File: src/rtl/aes_pkg.sv
`default_nettype none
// ============================================================================
//  Module      : aes_pkg
//  Description : Shared AES constants, key-schedule state encoding and small
//                GF(2^8) / word helpers used by the key-schedule blocks.
//  Revision    : 1.0  initial release
// ============================================================================
package aes_pkg;

    localparam int         AES_NROUNDS = 10;
    localparam logic [7:0] RCON_FIRST  = 8'h01;
    localparam logic [7:0] RCON_LAST   = 8'h36;

    // Key-schedule controller states.
    typedef enum logic [1:0] {
        KS_IDLE  = 2'd0,
        KS_FWD   = 2'd1,
        KS_READY = 2'd2,
        KS_STEP  = 2'd3
    } key_state_e;

    // Multiply by x in GF(2^8) with the AES polynomial.
    function automatic logic [7:0] xtime8(input logic [7:0] x);
        return {x[6:0], 1'b0} ^ (x[7] ? 8'h1b : 8'h00);
    endfunction

    // Divide by x in GF(2^8): undoes xtime8, used to walk rcon backwards.
    function automatic logic [7:0] inv_xtime8(input logic [7:0] x);
        return x[0] ? (((x ^ 8'h1b) >> 1) | 8'h80) : (x >> 1);
    endfunction

    // Cyclic left rotate by one byte.
    function automatic logic [31:0] rot_word(input logic [31:0] w);
        return {w[23:0], w[31:24]};
    endfunction

endpackage : aes_pkg
`default_nettype wire

File: src/rtl/aes_key_step.sv
`default_nettype none
// ============================================================================
//  Module      : aes_key_step
//  Description : Combinational single round of the AES-128 key schedule,
//                forward (dir=0) or reverse (dir=1).
//  Revision    : 1.0  initial release
//  Ports       : kreg_in   128  current round key {a,b,c,d}, a = [127:96]
//                rcon        8  round constant applied in this step
//                sub_word   32  SubWord(sbox_word) from the shared S-box
//                dir         1  0 = K(r) -> K(r+1), 1 = K(r) -> K(r-1)
//                kreg_out  128  resulting round key
//                sbox_word  32  word to present to the shared S-box
// ============================================================================
module aes_key_step (
    input  logic [127:0] kreg_in,
    input  logic [7:0]   rcon,
    input  logic [31:0]  sub_word,
    input  logic         dir,
    output logic [127:0] kreg_out,
    output logic [31:0]  sbox_word
);
    import aes_pkg::*;

    logic [31:0] a, b, c, d;
    logic [31:0] rot_sub;
    logic [31:0] a_n, b_n, c_n, d_n;

    assign a = kreg_in[127:96];
    assign b = kreg_in[95:64];
    assign c = kreg_in[63:32];
    assign d = kreg_in[31:0];

    // In reverse, the previous key's last word is d^c; that is what fed the
    // S-box when the forward schedule produced this key.
    assign sbox_word = dir ? (d ^ c) : d;
    assign rot_sub   = rot_word(sub_word);

    always_comb begin
        a_n = a ^ rot_sub ^ {rcon, 24'h0};
        b_n = b ^ a_n;
        c_n = c ^ b_n;
        d_n = d ^ c_n;
        if (dir) begin
            d_n = d ^ c;
            c_n = c ^ b;
            b_n = b ^ a;
            a_n = a ^ rot_sub ^ {rcon, 24'h0};
        end
    end

    assign kreg_out = {a_n, b_n, c_n, d_n};

endmodule : aes_key_step
`default_nettype wire

File: src/rtl/aes_key_rev.sv
`default_nettype none
// ============================================================================
//  Module      : aes_key_rev
//  Description : Reverse-direction AES-128 key schedule. Expands the cipher
//                key forward to K10 using only 128 bits of state, then steps
//                back one round per `next` request. Borrows the core's
//                shared S-box through sbox_req/sboxw/new_sboxw.
//  Revision    : 1.0  initial release
//  Ports       : clk, reset_n (async, active-low)
//                key        128  cipher key, sampled on init
//                init             start forward expansion (highest priority)
//                next             step to previous round key (READY only)
//                rewind           restore K10 (READY only, beats next)
//                round_key  128  current round key (registered)
//                round        4  index of round_key
//                ready            round_key/round valid, block idle
//                sbox_req         block owns the shared S-box this cycle
//                sboxw       32  S-box input, 0 when sbox_req=0
//                new_sboxw   32  SubWord(sboxw) from the shared S-box
// ============================================================================
module aes_key_rev #(
    parameter logic [7:0] RCON_LAST = aes_pkg::RCON_LAST,
    parameter int         NROUNDS   = aes_pkg::AES_NROUNDS
) (
    input  logic         clk,
    input  logic         reset_n,
    input  logic [127:0] key,
    input  logic         init,
    input  logic         next,
    input  logic         rewind,
    output logic [127:0] round_key,
    output logic [3:0]   round,
    output logic         ready,
    output logic         sbox_req,
    output logic [31:0]  sboxw,
    input  logic [31:0]  new_sboxw
);
    import aes_pkg::*;

    key_state_e   state_q, state_d;
    logic [127:0] kreg_q, kreg_d;
    logic [127:0] k10_q, k10_d;
    logic [7:0]   rcon_q, rcon_d;
    logic [3:0]   cnt_q, cnt_d;
    logic [3:0]   round_q, round_d;
    logic         ready_q, ready_d;

    logic         step_dir;
    logic [127:0] step_kreg;
    logic [31:0]  step_sbox_word;

    aes_key_step u_step (
        .kreg_in   (kreg_q),
        .rcon      (rcon_q),
        .sub_word  (new_sboxw),
        .dir       (step_dir),
        .kreg_out  (step_kreg),
        .sbox_word (step_sbox_word)
    );

    always_ff @(posedge clk or negedge reset_n) begin
        if (!reset_n) begin
            state_q <= KS_IDLE;
            kreg_q  <= '0;
            k10_q   <= '0;
            rcon_q  <= RCON_FIRST;
            cnt_q   <= '0;
            round_q <= '0;
            ready_q <= 1'b0;
        end else begin
            state_q <= state_d;
            kreg_q  <= kreg_d;
            k10_q   <= k10_d;
            rcon_q  <= rcon_d;
            cnt_q   <= cnt_d;
            round_q <= round_d;
            ready_q <= ready_d;
        end
    end

    always_comb begin
        state_d  = state_q;
        kreg_d   = kreg_q;
        k10_d    = k10_q;
        rcon_d   = rcon_q;
        cnt_d    = cnt_q;
        round_d  = round_q;
        ready_d  = ready_q;
        sbox_req = 1'b0;
        step_dir = 1'b0;

        case (state_q)
            KS_IDLE: begin
                // Only init leaves IDLE; handled below.
            end
            KS_FWD: begin
                sbox_req = 1'b1;
                kreg_d   = step_kreg;
                rcon_d   = xtime8(rcon_q);
                cnt_d    = cnt_q + 4'd1;
                if (cnt_q == 4'(NROUNDS - 1)) begin
                    // Last forward update: keep a copy of K10 so rewind
                    // never has to re-expand, and preload the K10 rcon.
                    k10_d   = step_kreg;
                    rcon_d  = RCON_LAST;
                    round_d = 4'(NROUNDS);
                    ready_d = 1'b1;
                    state_d = KS_READY;
                end
            end
            KS_READY: begin
                if (rewind) begin
                    kreg_d  = k10_q;
                    round_d = 4'(NROUNDS);
                    rcon_d  = RCON_LAST;
                end else if (next && (round_q != 4'd0)) begin
                    ready_d = 1'b0;
                    state_d = KS_STEP;
                end
            end
            KS_STEP: begin
                sbox_req = 1'b1;
                step_dir = 1'b1;
                kreg_d   = step_kreg;
                rcon_d   = inv_xtime8(rcon_q);
                round_d  = round_q - 4'd1;
                ready_d  = 1'b1;
                state_d  = KS_READY;
            end
            default: begin
                state_d = KS_IDLE;
            end
        endcase

        // init restarts from any state, abandoning whatever was in flight.
        if (init) begin
            kreg_d  = key;
            rcon_d  = RCON_FIRST;
            cnt_d   = '0;
            ready_d = 1'b0;
            state_d = KS_FWD;
        end
    end

    assign round_key = kreg_q;
    assign round     = round_q;
    assign ready     = ready_q;
    assign sboxw     = sbox_req ? step_sbox_word : 32'h0;

endmodule : aes_key_rev
`default_nettype wire

File: config.mk
export PLATFORM = sky130hd
export DESIGN_NAME = aes_key_rev
export DESIGN_NICKNAME = d
export VERILOG_FILES = /design/src/rtl/aes_pkg.sv /design/src/rtl/aes_key_step.sv /design/src/rtl/aes_key_rev.sv
export SDC_FILE = /design/constraint.sdc
export NUM_CORES = 1
export LEC_CHECK = 0
export CELL_PAD_IN_SITES_DETAIL_PLACEMENT = 0
export CELL_PAD_IN_SITES_GLOBAL_PLACEMENT = 1
export CORE_MARGIN = 1.5
export CORE_UTILIZATION = 40
export CTS_CLUSTER_SIZE = 20
export DETAILED_ROUTE_END_ITERATION = 6
export HOLD_SLACK_MARGIN = 0.03
export PLACE_DENSITY_LB_ADDON = 0.12
export SYNTH_ARGS = -nofsm -noshare
export SYNTH_HDL_FRONTEND = slang
export SYNTH_SLANG_ARGS = --single-unit
File: constraint.sdc
create_clock -name clk -period 5.4 [get_ports clk]
set_input_delay 1.62 -clock clk [delete_from_list [all_inputs] [get_ports clk]]
set_output_delay 1.62 -clock clk [all_outputs]
set_load 0.02 [all_outputs]
==> out/qor.txt <==
Hold path endpoint -> k10_q[19]$_DFFE_PN0P_
Vias in the first global route -> 14961
PostCTS Resize Cnt -> 0
Hold_sp -> k10_q[19]$_DFFE_PN0P_
Die W -> 210 um
Commonest register cell after synthesis -> dfrtp_1
Reg2Reg Depth -> 8
Largest net degree at the start of global routing -> 192
Register area share after synthesis -> 40.2%
GRT Residual Overflow -> 0
Layout Cells excl Fill -> 2678
Dpl hpwl -> 36900 um
Slew @ Worst Pin -> 1.20 ns
Critical Path Start Type -> flip-flop
Hold WC Path Type -> flip-flop to flip-flop
Die area -> 44000 um2
Final worst path period need -> 4.57 ns
RR Startpoint -> state_q[1]$_DFFE_PN0P_
Total GRT Usage -> 26.5%
Sink Count -> 275
I/O pin count -> 331
Number of synthesized flops with an enable pin -> 0
Reg clk slew, reported paths -> 0.06 ns
Initial antenna violation count -> 3
# Post-CTS Setup Buffers -> 0
WP data arrival -> 2.95 ns
Post-synth top area share -> 40.0%
Post-CTS Hold Buffers -> 0
Tcrit/Tclk final -> 84.7%
Synth unique cells -> 54
Clock Skew -> 0.0148 ns
FP Rows -> 75
Core area -> 42100 um2
Critical path required time -> 3.78 ns
Synth cell count leaders -> 318 x nand2_1, 274 x dfrtp_1, 189 x o21ai_0, 139 x xnor2_1, 133 x clkbuf_1
Max-Cap Viols -> 0
Vias -> 15100
Syn Inst Count -> 1921
Syn Std Cell Area -> 17100 um2
Setup slack, reg-to-reg -> 1.66 ns
Register bit count reported by yosys -> 275
CTS tree -> done
Post-DR vias/cell -> 5.64
Power per cell area -> 687 nW/um2
Final hold slack -> 0.472 ns
Clock root cell -> clkbuf_16
Worst relative slew slack -> 20.0%
Yosys top cell by area -> dfrtp_1
WS Path Type -> flip-flop to primary output
CP Capture Type -> primary output
Setup violations, final -> 0
Layout cells sized above 1 -> 5.24%
Synthesized area per cell -> 8.91 um2
# port buffers -> 330
CP Max Fanout -> 42
H-tree Lvls -> 2
Net count, final -> 2286
CTS Buf Count -> 35
Asr flop ratio synth -> 100%
Starting Density -> 40.6%
Post-route DRC -> 0
DP Cell Count -> 2616
Reg-to-reg endpoint -> k10_q[25]$_DFFE_PN0P_
Starting DRT DRC Count -> 1076
Routed Antenna Nets -> 0
Worst hold stages -> 2
Synth top area cells -> dfrtp_1 40%, xnor2_1 7.1%, nand2_1 7.0%
Post-Route WL -> 58800 um
RSZ-0062 raised after global routing -> no
Synth-to-Final Area Change -> 26.9%
Synth Warn # -> 0
Util after Layout -> 51.6%
Cell with the most instances after synthesis -> nand2_1
Outcome -> completed
Clock Path Buffers -> 3
Peak VDD IR -> 0.335 mV
Final TNS setup -> 0 ns
Die height -> 210 um
Clock latency on the worst-skew pair -> 0.52 ns
Leakage -> 9.12 nW
DR pass1 iterations -> 5
Routability-driven placement congestion ratio -> 0.799
Peak Freq -> 0.219 GHz
Final Hold Fails -> 0
DR WL/cell -> 22.0 um
Global-route wire length before repair -> 90400 um
Max Slew Vio Count -> 0
Syn Nets -> 2093
## worst max path at each step
stage	from	endpoint
floorplan	state_q[1]$_DFFE_PN0P_	sboxw[24]
global placement	state_q[0]$_DFFE_PN0P_	sboxw[1]
detailed placement	state_q[0]$_DFFE_PN0P_	sboxw[4]
CTS	state_q[0]$_DFFE_PN0P_	sboxw[4]
global route	state_q[0]$_DFFE_PN0P_	sboxw[6]
finish	state_q[1]$_DFFE_PN0P_	sboxw[27]
## layer usage
metal	GRT usage [%]	wire, um	up-vias
met2	42.7	27500	445
met5	0	0	-
met1	36.8	26800	7402
li1	-	-	7170
met4	7.96	1370	0
met3	4.00	3150	83
## critical path, cell delays in order, from the launching register on
cell and delay (ns):
dfrtp_1 0.42, inv_1 0.13, ha_4 0.65, buf_4 0.37
nand2_1 0.07, o21ai_0 0.15, clkdlybuf4s50_1 0.63
## cell usage in the layout, fill, tap and decap left out, types with 24 or more instances in the layout
cell type,netlist,routed
a22oi_1,43,43
a31oi_1,49,49
xnor3_1,32,32
and4_1,32,32
dfrtp_1,274,274
o21a_1,24,24
xor2_1,102,102
buf_4,5,28
o221ai_1,55,55
a21oi_1,69,69
nand2_1,318,317
xnor2_1,139,139
nor3_1,27,27
o22ai_1,24,24
o211a_1,24,24
clkbuf_16,0,37
nor2b_1,25,25
clkdlybuf4s50_1,0,327
o211ai_1,40,40
nor2_1,101,100
o21ai_0,189,189
a2bb2oi_1,24,24
## registers in the layout, summed over array words and instances, names as in the netlist
register   cells
rcon_q         8
state_q        2
ready          1
round          4
cnt_q          4
k10_q        128
round_key    128
## metrics by stage
stage	power, mW	area (um2)	worst slack (ns)
after floorplan	9.43	17100	1.84
final	14.9	21700	0.826
after CTS	15.0	21700	0.793
after global routing	15.9	21700	0.643
after detailed placement	12.6	20600	1.35
after global placement	12.5	20600	1.39
## logic make-up (layout without fill, tap and decap cells)
kind of cell    count (synthesis)  in the layout  synth area share [%]
compound gates                594            594                  22.5
simple gates                  548            548                  14.3
mux                             7              7                 0.409
flops                         275            275                  40.2
other cells                     0              3                     0
buf+inv                       217            432                  5.48
fa+ha+maj                       7              7                 0.512
xor+xnor                      273            273                  16.5
## final cells by class
type                            instances  area, um2
Fill cell                            3924      20400
Multi-Input combinational cell       1429       9370
Sequential cell                       275       6880
Timing Repair Buffer                  363       3610
Clock buffer                           52       1050
Tap cell                              539        674
Clock inverter                          7       87.6
Inverter                               10       37.5
Antenna cell                            3       7.51
## report_power, final
part / switching [mW] / leakage [nW] / internal [mW]
clock network: 0.909 / 0.560 / 1.44
registers: 1.04 / 2.93 / 2.76
logic: 4.91 / 5.63 / 3.86
total: 6.86 / 9.12 / 8.06
(Power assumes the default switching activity.)
